`src/rtl/alu_pkg.sv`:
```
// Shared definitions for the subtractor result stage: skid-buffer state
// encoding and the width of the payload carried alongside each difference.
package alu_pkg;

    // Number of entries currently held by the 2-entry skid buffer.
    typedef enum logic [1:0] {
        ST_EMPTY = 2'd0,
        ST_ONE   = 2'd1,
        ST_FULL  = 2'd2
    } skid_state_e;

    // Flags stored next to the data: zero, neg, borrow.
    localparam int FLAG_BITS = 3;

    // Payload width for a given data width: {borrow, neg, zero, data}.
    function automatic int payload_w(input int width);
        return width + FLAG_BITS;
    endfunction

endpackage

```
`src/rtl/alu_skid_buf.sv`:
```
// Generic 2-entry valid/ready skid buffer. in_ready and out_valid are both
// registered; the head register drives out_data directly, and the skid
// register catches the one beat that may arrive while the head is stalled.
module alu_skid_buf
    import alu_pkg::*;
#(
    parameter int DW = 11
) (
    input  logic          clk,
    input  logic          rst_n,
    input  logic          in_valid,
    output logic          in_ready,
    input  logic [DW-1:0] in_data,
    output logic          out_valid,
    input  logic          out_ready,
    output logic [DW-1:0] out_data
);

    skid_state_e   state_r;
    logic          ready_r;
    logic          valid_r;
    logic [DW-1:0] head_r;
    logic [DW-1:0] skid_r;
    logic          accept_s;
    logic          emit_s;

    assign accept_s  = in_valid & ready_r;
    assign emit_s    = valid_r & out_ready;
    assign in_ready  = ready_r;
    assign out_valid = valid_r;
    assign out_data  = head_r;

    // Occupancy FSM with registered ready/valid and the two data slots.
    always_ff @(posedge clk or negedge rst_n) begin
        if (!rst_n) begin
            state_r <= ST_EMPTY;
            ready_r <= 1'b1;
            valid_r <= 1'b0;
            head_r  <= {DW{1'b0}};
            skid_r  <= {DW{1'b0}};
        end else begin
            case (state_r)
                ST_EMPTY: begin
                    if (accept_s) begin
                        head_r  <= in_data;
                        state_r <= ST_ONE;
                        valid_r <= 1'b1;
                        ready_r <= 1'b1;
                    end
                end
                ST_ONE: begin
                    if (accept_s && !emit_s) begin
                        // Head is stalled: park the new beat in the skid slot.
                        skid_r  <= in_data;
                        state_r <= ST_FULL;
                        ready_r <= 1'b0;
                    end else if (emit_s && !accept_s) begin
                        state_r <= ST_EMPTY;
                        valid_r <= 1'b0;
                    end else if (accept_s && emit_s) begin
                        // Head leaves and the new beat takes its place.
                        head_r  <= in_data;
                    end else begin
                        head_r  <= head_r;
                    end
                end
                ST_FULL: begin
                    // in_ready is low here, so only an emit can happen.
                    if (emit_s) begin
                        head_r  <= skid_r;
                        state_r <= ST_ONE;
                        ready_r <= 1'b1;
                    end
                end
                default: begin
                    state_r <= ST_EMPTY;
                    ready_r <= 1'b1;
                    valid_r <= 1'b0;
                end
            endcase
        end
    end

endmodule

```
`src/rtl/sub_result_stage.sv`:
```
// Registered output stage behind the n-bit subtractor. Derives zero/neg
// flags at accept time, buffers {borrow,neg,zero,diff} in a 2-entry skid
// buffer, and keeps a sticky borrow flag plus a saturating borrow counter.
module sub_result_stage
    import alu_pkg::*;
#(
    parameter int WIDTH = 8,
    parameter int CNT_W = 8
) (
    input  logic             clk,
    input  logic             rst_n,
    input  logic             in_valid,
    output logic             in_ready,
    input  logic [WIDTH-1:0] in_diff,
    input  logic             in_borrow,
    output logic             out_valid,
    input  logic             out_ready,
    output logic [WIDTH-1:0] out_data,
    output logic             out_zero,
    output logic             out_neg,
    output logic             out_borrow,
    input  logic             clr_sticky,
    output logic             sticky_borrow,
    output logic [CNT_W-1:0] borrow_cnt
);

    localparam int PW = payload_w(WIDTH);

    logic [PW-1:0]    in_payload_s;
    logic [PW-1:0]    out_payload_s;
    logic             zero_s;
    logic             accept_s;
    logic             borrow_evt_s;
    logic             sticky_r;
    logic [CNT_W-1:0] cnt_r;

    assign zero_s       = (in_diff == {WIDTH{1'b0}});
    assign in_payload_s = {in_borrow, in_diff[WIDTH-1], zero_s, in_diff};
    assign accept_s     = in_valid & in_ready;
    assign borrow_evt_s = accept_s & in_borrow;

    alu_skid_buf #(
        .DW (PW)
    ) u_skid (
        .clk       (clk),
        .rst_n     (rst_n),
        .in_valid  (in_valid),
        .in_ready  (in_ready),
        .in_data   (in_payload_s),
        .out_valid (out_valid),
        .out_ready (out_ready),
        .out_data  (out_payload_s)
    );

    assign out_data      = out_payload_s[WIDTH-1:0];
    assign out_zero      = out_payload_s[WIDTH];
    assign out_neg       = out_payload_s[WIDTH+1];
    assign out_borrow    = out_payload_s[WIDTH+2];
    assign sticky_borrow = sticky_r;
    assign borrow_cnt    = cnt_r;

    // Sticky borrow: a new borrow event wins over a same-cycle clear.
    always_ff @(posedge clk or negedge rst_n) begin
        if (!rst_n) begin
            sticky_r <= 1'b0;
        end else if (borrow_evt_s) begin
            sticky_r <= 1'b1;
        end else if (clr_sticky) begin
            sticky_r <= 1'b0;
        end else begin
            sticky_r <= sticky_r;
        end
    end

    // Borrow-event counter that saturates at all-ones instead of wrapping.
    always_ff @(posedge clk or negedge rst_n) begin
        if (!rst_n) begin
            cnt_r <= {CNT_W{1'b0}};
        end else if (borrow_evt_s && (cnt_r != {CNT_W{1'b1}})) begin
            cnt_r <= cnt_r + {{(CNT_W-1){1'b0}}, 1'b1};
        end else begin
            cnt_r <= cnt_r;
        end
    end

endmodule

```
`config.mk`:
```
export PLATFORM = sky130hd
export DESIGN_NAME = sub_result_stage
export DESIGN_NICKNAME = d
export VERILOG_FILES = /design/src/rtl/alu_pkg.sv /design/src/rtl/alu_skid_buf.sv /design/src/rtl/sub_result_stage.sv
export SDC_FILE = /design/constraint.sdc
export NUM_CORES = 1
export LEC_CHECK = 0
export ABC_AREA = 1
export BUFFER_PORTS_ARGS = -buffer_cell sky130_fd_sc_hd__buf_2
export CAP_MARGIN = 20
export CORE_ASPECT_RATIO = 0.9
export CORE_UTILIZATION = 38
export CTS_CLUSTER_DIAMETER = 50
export DETAILED_ROUTE_END_ITERATION = 12
export GPL_TIMING_DRIVEN = 1
export PLACE_DENSITY = 0.63
export SLEW_MARGIN = 10
export SYNTH_ARGS = -nofsm -noshare
export SYNTH_HDL_FRONTEND = slang
export SYNTH_SLANG_ARGS = --single-unit
export TNS_END_PERCENT = 20
```
`constraint.sdc`:
```
create_clock -name clk -period 1.7 [get_ports clk]
set_input_delay 0.34 -clock clk [delete_from_list [all_inputs] [get_ports clk]]
set_output_delay 0.34 -clock clk [all_outputs]
set_load 0.02 [all_outputs]
```
==> impl_metrics.tcl, run 1 <==
set metrics [dict create \
    outcome "complete, no violations" \
    ys_seq_elements 33 \
    layout_setup_ws_ns 0.196 \
    vias_per_cell 4.73 \
    synthCells 213 \
    antenna_cells 0 \
    finalSetupViolCount 0 \
    layout.nets 267 \
    ant_nets 0 \
    placed_area_um2 1880 \
    cts_tree "built" \
    arrival_ns 1.72 \
    startpoint_type "register" \
    grt-ovfl-total 0 \
    synthesis.nets 228 \
    ys_seq_area_share_pct 50.0 \
    vias 1423 \
    cp-end-kind "register" \
    clk_path_buf_depth 2 \
    place_congestion 0.820 \
    grt_pass1_vias 1334 \
    grt_use_total_pct 16.7 \
    drive_gt1_share_pct 26.1 \
    rsz0062_at_grt "false" \
    cts_root_buf "clkbuf_8" \
    netlist-cell-type-count 21 \
    drt-initial-drc-count 83 \
    tightestPinTransition_ns 0.429 \
    finalCritPeriodShare_pct 88.5 \
    n_fill_cell 419 \
    synth_area_um2 1650 \
    fp.dieW_um 71.5 \
    grt_pass1_wl_um 5980 \
    drt_pre_antenna_iters 4 \
    synth_area_per_cell_um2 7.77 \
    fin_crit_ns 1.50 \
    cts_num_sinks 33 \
    start_util_pct 40.1 \
    cellPowerDensity_nw_per_um2 714 \
    clk_pin_slew_worst_paths_ns 0.07 \
    drv_cap 0 \
    wirelength_um 3350 \
    syn2layout_area_growth_pct 18.4 \
    tns_ns 0 \
    grt_antenna_before_repair 0 \
    io_pins 36 \
    ir_worst_vdd_mv 0.363 \
    cts_resized 0 \
    hold_viol 0 \
    die_area_um2 4620 \
    clock_skew_ns 0.00471 \
    grt_max_degree 34 \
    required_ns 1.92 \
    path_max_fanout 12 \
    finalMaxSlewViolations 0 \
    core-area_um2 4130 \
    crit_type "reg -> reg" \
    p_leak_nw 0.993 \
    final_cell_area_um2 1960 \
    dp_hpwl_um 2370 \
    cts_inserted_buffers 5 \
    preCtsSetupSlack_ns 0.200 \
    port_buffers 35 \
    hold_class "in -> async" \
    cts_setup_buffers 0 \
    core.rowCount 22 \
    cts_hold_buf 0 \
    fmax_mhz 665 \
    clk_latency_ns 0.28 \
    drc 0 \
    yosys_warnings 0 \
    wl_per_cell_um 11.1 \
    cts_htree_levels 2 \
    die_h_um 64.6 \
    slew_headroom_pct 71.3 \
]
critical path: stages, from the launching register on:
cell,delay (ns)
dfstp_2,0.56
nand3_1,0.12
nand2_1,0.08
nand2_1,0.26
inv_2,0.27
nand2_1,0.08
nand2_1,0.06
metrics by stage:
stage | utilization (%) | hold slack [ns] | power [mW] | cells
3_5_place_dp | 45.4 | 0.315 | 0.853 | 293
6_report | 47.4 | 0.00995 | 1.40 | 301
4_1_cts | 47.4 | 0.00771 | 1.42 | 301
5_1_grt | 47.4 | 0.0160 | 1.46 | 301
2_1_floorplan | - | 0.0444 | 0.810 | 213
3_3_place_gp | 45.4 | 0.315 | 0.852 | 293
power by group:
group / switching [mW] / total, mW / internal, mW
Sequential: 0.0000000000000000248 / 0.785 / 0.785
Combinational: 0.0325 / 0.0509 / 0.0184
Clock: 0.280 / 0.563 / 0.284
Total: 0.312 / 1.40 / 1.09
metal layers:
metal	GRT usage (%)	up-vias	routed length, µm
met3	4.51	5	164
li1	-	738	-
met2	26.4	33	1500
met5	0	-	0
met1	21.9	647	1660
met4	5.88	0	23
cells in the mapped netlist (all sizes together):
cell type	instances	area share [%]
o22ai	1	0.38
inv	24	5.6
nand4	1	0.38
nand3	8	2.4
dfrtp	32	48
dfstp	1	1.6
nor2	14	4.1
o211ai	1	0.45
xnor2	3	1.6
a22oi	1	0.45
buf	4	2.0
nand2	99	23
ha	1	0.76
o21ai	23	8.8
kinds of logic after synthesis:
kind of cell | after synthesis | synth area share, %
buffers and inverters | 28 | 7.64
AO/OA/AOI/OAI | 26 | 10.1
XOR/XNOR | 3 | 1.59
AND/OR/NAND/NOR | 122 | 30.0
adder cells (fa/ha/maj) | 1 | 0.756
flip-flops | 33 | 50.0
cell type report:
cell class	instances	area (µm²)	area share (%)
inverters	24	92.6	4.73
clock inverters	2	10.0	0.511
flip-flops and latches	33	827	42.2
repair buffers	36	195	9.97
clock buffers	6	72.6	3.71
multi-input cells	152	701	35.8
well taps	48	60.1	3.07
sequential cells by signal, summed over array words and instances, names as in the netlist:
register	cells
u_skid.skid_r	10
u_skid.in_ready	1
u_skid.out_data	10
borrow_cnt	8
u_skid.state_r	2
sticky_borrow	1
u_skid.out_valid	1
final timing paths:
check | slack [ns] | endpoint | from | cells after the start
max | 0.20 | u_skid.out_data[1] | u_skid.in_ready | 6
min | 0.01 | u_skid.skid_r[4] | rst_n | 2
max reg2reg | 0.20 | u_skid.out_data[1] | u_skid.in_ready | 6
min reg2reg | 0.47 | u_skid.out_data[2] | u_skid.out_data[2] | 2
max in group asynchronous | 1.45 | u_skid.in_ready | rst_n | 2
min in group clk | 0.25 | sticky_borrow | clr_sticky | 2
layout by cell type, fill, tap and decap left out, drive strengths merged:
master,count
dfstp,1
buf,36
xnor2,3
inv,24
clkbuf,6
nand3,8
o21ai,23
clkinv,2
nand2,99
o211ai,1
ha,1
nor2,14
o22ai,1
nand4,1
dfrtp,32
a22oi,1
Note: power is estimated with default switching activity, not from simulation.
==> run 2: changes to the inputs <==
--- a/config.mk
+++ b/config.mk
@@ -5,7 +5,7 @@
 export SDC_FILE = /design/constraint.sdc
 export NUM_CORES = 1
 export LEC_CHECK = 0
-export ABC_AREA = 1
+export ABC_AREA = 0
 export BUFFER_PORTS_ARGS = -buffer_cell sky130_fd_sc_hd__buf_2
 export CAP_MARGIN = 20
 export CORE_ASPECT_RATIO = 0.9
@@ -13,8 +13,8 @@
 export CTS_CLUSTER_DIAMETER = 50
 export DETAILED_ROUTE_END_ITERATION = 12
 export GPL_TIMING_DRIVEN = 1
-export PLACE_DENSITY = 0.63
-export SLEW_MARGIN = 10
+export PLACE_DENSITY = 0.64
+export SLEW_MARGIN = 5
 export SYNTH_ARGS = -nofsm -noshare
 export SYNTH_HDL_FRONTEND = slang
 export SYNTH_SLANG_ARGS = --single-unit
==> impl_metrics.tcl, run 2 <==
set metrics [dict create \
    grt_max_degree 34 \
    outcome "complete, no violations" \
    fmax_mhz 644 \
    yosysTopAreaCell "dfrtp_1" \
    drt-initial-drc-count 67 \
    drc 0 \
    synth_fa_ha_area_share_pct 0.818 \
    rsz0062_at_grt "false" \
    grt_pass1_wl_um 5100 \
    ir_worst_vdd_mv 0.362 \
    clk_pin_slew_worst_paths_ns 0.07 \
    cts_setup_buffers 0 \
    ys_seq_area_share_pct 54.0 \
    synth_area_um2 1530 \
    yosys_warnings 0 \
    die_h_um 62.2 \
    drv_cap 0 \
    synth_top_family_by_area "simple AND/OR/NAND/NOR gates" \
    synth_xor_area_share_pct 2.86 \
    cp-end-kind "register" \
    layout.nets 197 \
    synthTopCellsByArea "dfrtp_1 (52%), mux2_4 (6.9%), nand2_1 (6.9%)" \
    finalSetupViolCount 0 \
    start_util_pct 40.4 \
    synth-edff-count 0 \
    netlist-cell-type-count 32 \
    wl_per_cell_um 12.8 \
    tightestPinTransition_ns 0.417 \
    synthArstFlopShare_pct 100 \
    ant_nets 0 \
    preCtsSetupSlack_ns 0.159 \
    final_common_cell "buf_2" \
    p_leak_nw 0.993 \
    core-area_um2 3780 \
    hold_viol 0 \
    final_cell_mix "buf_2 (35), dfrtp_1 (32), nand2_1 (28), nor2_1 (14), a31oi_1 (11)" \
    grt-ovfl-total 0 \
    cellPowerDensity_nw_per_um2 777 \
    port_buffers 35 \
    grt_antenna_before_repair 0 \
    crit_type "reg -> reg" \
    cts_root_buf "clkbuf_8" \
    die_area_um2 4280 \
    synthMuxAreaShare_pct 9.73 \
    vias_per_cell 5.02 \
    drt_pre_antenna_iters 4 \
    vias 1144 \
    synth.top_cell.area_share_pct 52.3 \
    hold_class "in -> async" \
    synth_common_cells "dfrtp_1 (32), nand2_1 (28), nor2_1 (14), a31oi_1 (11), mux2_4 (7)" \
    clk_latency_ns 0.28 \
    synthesis.nets 158 \
    core.rowCount 21 \
    clk_path_buf_depth 2 \
    holdWs_ns 0.0717 \
    startpoint_type "register" \
    synth_compound_area_share_pct 10.5 \
    tns_ns 0 \
    finalCritPeriodShare_pct 91.4 \
    grt_use_total_pct 16.0 \
    yosys.area_share.simple_pct 18.1 \
    required_ns 1.90 \
    ys.flop_type "dfrtp_1" \
    path_max_fanout 20 \
    synth_area_per_cell_um2 10.7 \
    arrival_ns 1.75 \
    ys_seq_elements 33 \
    dp_cells 221 \
    drive_gt1_share_pct 33.0 \
    fp.dieW_um 68.9 \
    cts_hold_buf 0 \
    cts_inserted_buffers 5 \
    synthCells 143 \
    layout_setup_ws_ns 0.146 \
    grt_pass1_vias 1101 \
    cts_resized 0 \
    total_power_mw 1.43 \
    antenna_cells 0 \
    wirelength_um 2930 \
    io_pins 36 \
    dp_hpwl_um 2050 \
    place_congestion 0.829 \
    cts_num_sinks 33 \
    yosysMostFrequentCell "dfrtp_1" \
    final_cells 228 \
    slew_headroom_pct 72.2 \
    cts_htree_levels 2 \
    syn2layout_area_growth_pct 20.1 \
    fin_crit_ns 1.55 \
    cts_tree "built" \
    clock_skew_ns 0.00277 \
    finalMaxSlewViolations 0 \
]
## run 2: critical path, stage by stage (launching register included)
cell and delay [ns]:
dfstp_2 0.59, nand2_1 0.13, o32ai_2 0.28, buf_4 0.28, nor2_1 0.06, a31oi_1 0.14
## run 2: stage by stage
| stage | area (µm²) | utilization, % |
|---|---|---|
| floorplan | 1530 | - |
| global placement | 1750 | 46.3 |
| global route | 1840 | 48.6 |
| detailed placement | 1750 | 46.3 |
| CTS | 1840 | 48.6 |
| finish | 1840 | 48.6 |
## run 2: logic make-up after synthesis
logic type	count (synthesis)
and+or+nand+nor	58
xor gates and xnor gates	5
buffers and inverters	12
adders and majority gates	1
DFF	33
muxes	11
AOI/OAI and AO/OA	23
## run 2: cell type report
| class | instances | area [µm²] |
|---|---|---|
| flip-flops and latches | 33 | 827 |
| repair buffers | 39 | 205 |
| inverters | 5 | 18.8 |
| clock buffers | 7 | 86.3 |
| well taps | 46 | 57.6 |
| multi-input cells | 98 | 643 |
| fillers | 370 | 1950 |
## run 2: power by group
group,switching [mW],internal (mW)
clock,0.272,0.321
sequential,0,0.785
combinational,0.0340,0.0167
total,0.306,1.12
## run 2: routing by layer
metal	part of all wire [%]	wire length (µm)	GRT usage (%)	vias up
li1	-	-	-	571
met1	52	1530	22.9	545
met2	42	1240	22.2	24
met3	4.1	121	4.41	4
met4	1.1	31	6.89	0
met5	0	0	0	-
## run 2: worst paths after layout
check	startpoint	cells past startpoint	slack (ns)	to
max	u_skid.in_ready	5	0.15	u_skid.out_data[3]
min	rst_n	2	0.07	u_skid.out_data[4]
max reg2reg	u_skid.in_ready	5	0.15	u_skid.out_data[3]
min reg2reg	sticky_borrow	1	0.49	sticky_borrow
max in group asynchronous	rst_n	2	1.29	u_skid.in_ready
min in group clk	in_valid	2	0.27	u_skid.in_ready
==> run 3: changes to the inputs <==
==> constraint.sdc (replaced) <==
create_clock -name clk -period 1.49 [get_ports clk]
set_input_delay 0 -clock clk [delete_from_list [all_inputs] [get_ports clk]]
set_output_delay 0 -clock clk [all_outputs]
set_load 0.02 [all_outputs]
==> impl_metrics.tcl, run 3 (synthesis results as in run 2) <==
set metrics [dict create \
    outcome "complete, no violations" \
    required_ns 1.69 \
    cts_htree_levels 2 \
    vias 1252 \
    grt_pass1_vias 1203 \
    grt_use_total_pct 16.6 \
    drc 0 \
    vias_per_cell 5.05 \
    syn2layout_area_growth_pct 34.4 \
    intPower_mw 1.48 \
    wl_per_cell_um 12.8 \
    dp_hpwl_um 2190 \
    grt_antenna_before_repair 0 \
    ant_nets 0 \
    clock_skew_ns 0.00506 \
    ir_worst_vdd_mv 0.539 \
    path_max_fanout 20 \
    finalCritPeriodShare_pct 99.0 \
    wirelength_um 3160 \
    fin_util_pct 54.4 \
    grt_max_degree 34 \
    power_frac_seq_pct 48.5 \
    cts_num_sinks 33 \
    hold_viol 0 \
    finalMaxSlewViolations 0 \
    die_h_um 62.2 \
    cellPowerDensity_nw_per_um2 898 \
    tightestPinTransition_ns 0.737 \
    drv_cap 0 \
    slew_headroom_pct 50.9 \
    p_switching_uw 369 \
    startpoint_type "register" \
    antenna_cells 0 \
    clk_latency_ns 0.28 \
    combPwrFrac_pct 4.3 \
    switching_share_pct 20.0 \
    drive_gt1_share_pct 34.7 \
    place_congestion 0.809 \
    cts_root_buf "clkbuf_8" \
    power_frac_clock_pct 47.2 \
    hold_class "in -> reg" \
    drt-initial-drc-count 89 \
    io_pins 36 \
    cts_tree "built" \
    n_fill_cell 345 \
    grt-ovfl-total 0 \
    core.rowCount 21 \
    clk_pin_slew_worst_paths_ns 0.07 \
    layout_setup_ws_ns 0.0153 \
    rsz0062_at_grt "true" \
    holdWs_ns 0.124 \
    cp-end-kind "register" \
    fp.dieW_um 68.9 \
    final_common_cell "buf_2" \
    arrival_ns 1.68 \
    total_power_mw 1.85 \
    cts_inserted_buffers 5 \
    core-area_um2 3780 \
    finalSetupViolCount 0 \
    p_leak_nw 1.09 \
    drt_pre_antenna_iters 4 \
    preCtsSetupSlack_ns 0.0238 \
    start_util_pct 40.4 \
    clk_path_buf_depth 2 \
    final_cell_mix "buf_2 (35), dfrtp_1 (32), nand2_1 (28), nor2_1 (14), dlygate4sd3_1 (12)" \
    grt_pass1_wl_um 5300 \
    die_area_um2 4280 \
    fin_crit_ns 1.47 \
    layout.nets 216 \
    crit_type "reg -> reg" \
    fmax_mhz 678 \
    port_buffers 35 \
]
==> run 3: cell count changes in the layout (fill, tap and decap cells not counted) <==
cell	delta
buf_12	+1
bufinv_16	+1
ha_2	+1
ha_1	-1
and3_1	-1
dlygate4sd3_1	+12
buf_4	+6
and3_2	+1
==> run 3: power groups by stage <==
stage	combinational (mW)	sequential [mW]	clock [mW]
after global placement	0.0558	0.913	0
after CTS	0.0823	0.896	0.888
after detailed placement	0.0581	0.913	0
after floorplan	0.0109	0.913	0
final	0.0804	0.896	0.872
after global routing	0.0923	0.895	0.928
==> run 3: final timing paths <==
| check | cells after the start | from | slack, ns | endpoint |
|---|---|---|---|---|
| min in group asynchronous | 2 | rst_n | 0.32 | u_skid.state_r[1] |
| min reg2reg | 1 | sticky_borrow | 0.48 | sticky_borrow |
| min | 4 | out_ready | 0.12 | u_skid.out_valid |
| max reg2reg | 5 | u_skid.in_ready | 0.02 | u_skid.out_data[6] |
| max | 5 | u_skid.in_ready | 0.02 | u_skid.out_data[6] |
| max in group asynchronous | 2 | rst_n | 0.70 | borrow_cnt[5] |
==> run 3: layout make-up <==
class / count / area, µm² / area share, %
clock inverters: 1 / 30.0 / 1.46
clock buffers: 7 / 86.3 / 4.20
flip-flops and latches: 33 / 827 / 40.2
multi-input cells: 98 / 647 / 31.4
repair buffers: 58 / 390 / 19.0
inverters: 5 / 18.8 / 0.912
well taps: 46 / 57.6 / 2.80
==> run 3: timing repair <==
item | 4_1_cts | 5_1_grt
resized for setup | 0 | 2
hold buffers | 12 | 0
setup buffers | 0 | 0
setup endpoints to repair | 0 | 23
hold endpoints to repair | 50 | 0
==> run 3: stage by stage <==
step / TNS, ns / instance area (µm²) / instances
after CTS: 0 / 2050 / 248
after floorplan: -0.0513 / 1530 / 143
after global routing: -0.566 / 2060 / 248
final: 0 / 2060 / 248
after detailed placement: 0 / 1820 / 228
after global placement: 0 / 1820 / 228
==> run 3: metal layers <==
layer / track usage [%] / wire (µm)
met1: 21.6 / 1520
met2: 25.4 / 1460
met3: 3.86 / 140
met4: 7.91 / 42
met5: 0 / 0
==> run 3: worst max-delay path: stages, from the launching register on <==
cell and delay, ns:
dfstp_2 0.59, nand2_1 0.09, o32ai_2 0.33, buf_12 0.19, nor2_1 0.05, a31oi_1 0.15
